$ cat src/rtl/semente_lfsr_pkg.sv
// rtl/semente_lfsr_pkg.sv - shared constants and FSM encoding for the seed LFSR
package semente_lfsr_pkg;

  localparam int unsigned LFSR_W = 14;
  localparam int unsigned CNT_W  = 4;

  // Feedback taps 14,5,3,1 expressed as state bit positions 13,4,2,0
  localparam logic [LFSR_W-1:0] TAP_MASK   = 14'h2015;
  localparam logic [LFSR_W-1:0] RESET_SEED = 14'h0001;

  typedef enum logic [1:0] {
    ST_IDLE = 2'd0,
    ST_RUN  = 2'd1,
    ST_DONE = 2'd2
  } state_t;

endpackage

$ cat src/rtl/lfsr14_step.sv
// rtl/lfsr14_step.sv - combinational Fibonacci shift-left step of the 14-bit LFSR
import semente_lfsr_pkg::*;

module lfsr14_step (
  input  logic [LFSR_W-1:0] cur,
  output logic [LFSR_W-1:0] nxt
);

  // Shift left and insert the parity of the tapped bits at bit 0
  always_comb begin
    nxt = {cur[LFSR_W-2:0], ^(cur & TAP_MASK)};
  end

endmodule

$ cat src/rtl/semente_lfsr.sv
// rtl/semente_lfsr.sv - seed generator FSM; optional gerados counter under SEMENTE_COUNT_EN
import semente_lfsr_pkg::*;

module semente_lfsr #(
  parameter int unsigned STEPS = 4
) (
  input  logic              clk,
  input  logic              rst_n,
  input  logic              carregar,
  input  logic [LFSR_W-1:0] semente_in,
  input  logic              pedido,
  output logic [LFSR_W-1:0] semente,
  output logic              valido,
  output logic              ocupado
`ifdef SEMENTE_COUNT_EN
  ,
  output logic [15:0]       gerados
`endif
);

  state_t            state;
  logic [CNT_W-1:0]  cnt;
  logic [LFSR_W-1:0] step_next;

  lfsr14_step u_step (
    .cur (semente),
    .nxt (step_next)
  );

  // Request FSM: load/accept in IDLE, shift STEPS times in RUN, pulse valido in DONE
  always_ff @(posedge clk or negedge rst_n) begin
    if (!rst_n) begin
      state   <= ST_IDLE;
      semente <= RESET_SEED;
      cnt     <= '0;
      valido  <= 1'b0;
      ocupado <= 1'b0;
    end else begin
      case (state)
        ST_IDLE: begin
          valido <= 1'b0;
          if (carregar) begin
            // A zero seed would lock the LFSR, so it is replaced by the reset seed
            semente <= (semente_in == '0) ? RESET_SEED : semente_in;
          end else if (pedido) begin
            state   <= ST_RUN;
            cnt     <= CNT_W'(STEPS);
            ocupado <= 1'b1;
          end
        end
        ST_RUN: begin
          semente <= step_next;
          cnt     <= cnt - 1'b1;
          if (cnt == CNT_W'(1)) begin
            state  <= ST_DONE;
            valido <= 1'b1;
          end
        end
        ST_DONE: begin
          valido  <= 1'b0;
          ocupado <= 1'b0;
          state   <= ST_IDLE;
        end
        default: begin
          valido  <= 1'b0;
          ocupado <= 1'b0;
          state   <= ST_IDLE;
        end
      endcase
    end
  end

`ifdef SEMENTE_COUNT_EN
  // Count completed requests, holding at the maximum instead of wrapping
  always_ff @(posedge clk or negedge rst_n) begin
    if (!rst_n) begin
      gerados <= '0;
    end else if (valido && (gerados != 16'hFFFF)) begin
      gerados <= gerados + 16'd1;
    end
  end
`endif

endmodule

$ cat config.mk
export PLATFORM = sky130hd
export DESIGN_NAME = semente_lfsr
export DESIGN_NICKNAME = d
export VERILOG_FILES = /design/src/rtl/semente_lfsr_pkg.sv /design/src/rtl/lfsr14_step.sv /design/src/rtl/semente_lfsr.sv
export SDC_FILE = /design/constraint.sdc
export NUM_CORES = 1
export LEC_CHECK = 0
export CORE_ASPECT_RATIO = 1.4
export CORE_MARGIN = 2
export CORE_UTILIZATION = 40
export DETAILED_ROUTE_END_ITERATION = 16
export GPL_ROUTABILITY_DRIVEN = 1
export PLACE_DENSITY = 0.74
export SLEW_MARGIN = 15
export SYNTH_ARGS = -nofsm -noshare
export SYNTH_HDL_FRONTEND = slang
export SYNTH_SLANG_ARGS = --single-unit
export TNS_END_PERCENT = 100
$ cat constraint.sdc
create_clock -name clk -period 1.3 [get_ports clk]
set_clock_uncertainty 0.05 [all_clocks]
set_input_delay 0.195 -clock clk [delete_from_list [all_inputs] [get_ports clk]]
set_output_delay 0.195 -clock clk [all_outputs]
set_load 0.01 [all_outputs]
==> summary.md <==
| Metric | Value |
|---|---|
| CP arrival | `between 1 and 1.5 ns` |
| CTS Hold Bufs | `0` |
| DIE AREA | `about 3100 um^2` |
| Synth Area in Compound Gates | `about 22%` |
| Startpoint Class | `flip-flop` |
| Multi-input logic area | `497 um^2` |
| Total CTS buffers | `3` |
| Hold slack final | `0.172 ns` |
| Largest area contributor in the netlist | `dfrtp_1` |
| Clk Latency, worst-skew pair | `approximately 0.30 ns` |
| Synth Area in XOR/XNOR | `between 1.5 and 2%` |
| Warnings from Yosys | `0` |
| Largest stage delay on the critical path | `around 0.41 ns` |
| DP Wirelength | `2120 um` |
| WP data required | `1.47 ns` |
| Post-synthesis adder-cell area fraction | `under 10%` |
| Vias in the first global route | `1130` |
| TNS Setup | `-0.0440 ns` |
| Die W | `47.5 um` |
| CTS Sinks | `22` |
| CTS tree | `done` |
| Critical path class | `reg2reg` |
| Clock Path Buffers | `2` |
| Core area | `2560 um^2` |
| Ports | `34` |
| Max-cap violation count | `0` |
| Rows | `22` |
| Largest family of logic cells by synthesized area | `compound AO/OA/AOI/OAI gates` |
| ANT cells | `0` |
| Final Max Slew Viols | `0` |
| Fin util | `67.5%` |
| Cell area after layout | `between 1500 and 2000 um^2` |
| Outcome | `finished with violations` |
| Syn_nets | `130` |
| CP top delay family | `flip-flops` |
| Overflow after GRT | `0` |
| Leak | `around 0.8 nW` |
| Mapped Cells | `110` |
| Critical Path Sink Type | `flip-flop` |
| Netlist cell types | `29` |
| Slowest CP cell | `dfrtp_1` |
| Failing checks | `negative setup slack` |
| Pin count of the biggest net entering global routing | `23` |
| HP Class | `in2async` |
| Count of final setup violators | `2` |
| Peak Freq | `around 0.76 GHz` |
| Placer Congestion | `a little over 0.8` |
| Post-DP Area | `1570 um^2` |
| Nets | `between 150 and 200` |
| CP Max Fanout | `3` |
| # H-tree levels | `1` |
| WP buf/inv | `1` |
| Vias | `approximately 1100` |
| Initial DRC Count | `34` |
| PortBufs | `33` |
| Tcrit/Tclk final | `102%` |
| First-pass GRT wire length | `around 4800 um` |
| Area Growth Syn to Fin | `63.2%` |
| Initial Utilization | `41.4%` |
| Synth Area per Inst | `~9.6 um^2` |
| Filler cell count in the final layout | `around 220` |
| Fraction of layout cells with a size suffix above 1 | `a little under a quarter` |
| RSZ-0062 raised after global routing | `true` |
| Top post-synthesis cells by area | `dfrtp_1 (50%), a22oi_1 (9.9%), o21ai_0 (7.1%), nand2_1 (5.3%), dfstp_2 (2.5%)` |
| Routed len/inst | `roughly 15 um` |
| Pre-CTS setup slack | `-0.273 ns` |
| Slew margin rel. | `roughly four fifths` |
| FF/Latch Area | `552 um^2` |
| Post-synthesis mux area share | `0.945%` |
| Die Y | `64.9 um` |
| Antenna viol nets, final | `0` |
| Power per cell area | `2330 nW/um^2` |
| Synthesized flop and latch total | `22` |
| Simple-gate portion of the synthesized area | `16.4%` |
| Yosys top cell area share | `between 40 and 50%` |
| Total Routed Length | `between 3000 and 4000 um` |
| Clk slew on worst S/H paths | `between 0.1 and 0.15 ns` |
| Pre-antenna DRT Iters | `4` |
| Tmin final | `roughly 1.3 ns` |
| Synth Cell Area | `1060 um^2` |
| Crit-path cells | `buf_4, xnor2_4, xnor2_2, mux2i_1, a221oi_2` |
| Root cell of the clock tree | `clkbuf_4` |
| Setup WS post-layout | `-0.0238 ns` |
| Drt drc | `0` |
| Register area share after synthesis | `~52%` |
| Hold Fails Final Rpt | `0` |
| DR vias/cell | `around 5.3` |
| Worst vdd ir | `approximately 1.3 mV` |
| Worst Max-Slew Pin Slew | `0.268 ns` |
| Antenna violations before repair | `0` |
| Gr usage total | `a little over a fifth` |
## sequential cells by signal (all words and copies together) (netlist names)
register,cells
valido,1
cnt,4
ocupado,1
state,2
semente,14
## layout make-up
cell class	instances	area share (%)
clock buffer	3	1.30
clock inverter	1	1.74
multi-input combinational	77	28.7
timing repair buffer	62	32.9
tap	36	2.60
inverter	4	0.868
sequential	22	31.9
## worst paths after layout
check,from,to,slack (ns),cells after the start
min in group clk,semente[5],semente[5],0.48,2
max in group asynchronous,rst_n,semente[0],0.79,2
worst max-delay path,semente[2],semente[0],-0.02,5
worst max register to register,semente[2],semente[0],-0.02,5
worst min register to register,semente[5],semente[5],0.48,2
worst min-delay path,rst_n,semente[12],0.17,2
## per-layer routing
layer,share of wire (%),routed length [um],global-route usage [%],up-vias
met3,4.5,135,2.79,4
met2,54,1640,38.2,42
met4,1.4,41,6.94,0
met5,0,0,0,-
li1,-,-,-,512
met1,40,1210,23.3,520
## synth_stat cells, drive strengths merged
library cell / count
nor4: 2
xnor2: 2
o21ai: 16
nand3b: 1
a21oi: 2
nor2b: 2
nand2: 15
o21bai: 1
dfstp: 1
and3: 1
nand2b: 2
buf: 5
dfrtp: 21
ha: 2
inv: 4
clkbuf: 2
a221oi: 1
a22o: 1
and2b: 1
nor2: 6
mux2i: 1
or3: 1
a21o: 1
nand4: 1
a22oi: 14
nor3b: 1
or2: 1
nor3: 2
## metrics by stage
stage | power (W) | cells
finish | 0.00403 | 205
global route | 0.00434 | 205
CTS | 0.00389 | 203
detailed placement | 0.00327 | 189
global placement | 0.00319 | 189
floorplan | 0.00225 | 110
## where the power goes
group	switching [W]	leakage, nW	internal, W
Clock	0.000210	0.0279	0.000311
Combinational	0.00105	0.513	0.00123
Sequential	0.000211	0.269	0.00102
## kinds of logic (layout without fill, tap and decap cells)
family,Yosys count,in the layout
AOI/OAI and AO/OA,36,36
xor gates and xnor gates,2,2
adders and majority gates,2,2
buffers and inverters,11,70
DFF,22,22
muxes,1,1
and+or+nand+nor,36,36
## worst reg2reg max path, delay by kind of cell, from the launching register on
family | cells | cell delay [ns]
XOR/XNOR | 2 | 0.27
multiplexers | 1 | 0.14
flip-flops | 1 | 0.41
AO/OA/AOI/OAI | 1 | 0.22
buffers and inverters | 1 | 0.17
## repair_timing
action                                  CTS  global route
gates resized for setup                  20             8
endpoints found under the setup margin   17            15
pin swaps                                 3             0
setup buffers                            10             2
## placed cells by master (no fill, tap or decap), drive strengths merged, types with 2 or more instances in the layout
master / Yosys / final
clkdlybuf4s15: 0 / 2
a22oi: 14 / 14
buf: 5 / 30
ha: 2 / 2
nor4: 2 / 2
dlygate4sd2: 0 / 13
nand2b: 2 / 2
dfrtp: 21 / 21
xnor2: 2 / 2
nor3: 2 / 2
a21oi: 2 / 2
clkbuf: 2 / 3
nor2: 6 / 6
o21ai: 16 / 16
nor2b: 2 / 2
inv: 4 / 4
clkdlybuf4s50: 0 / 17
nand2: 15 / 15
(Power assumes the default switching activity.)
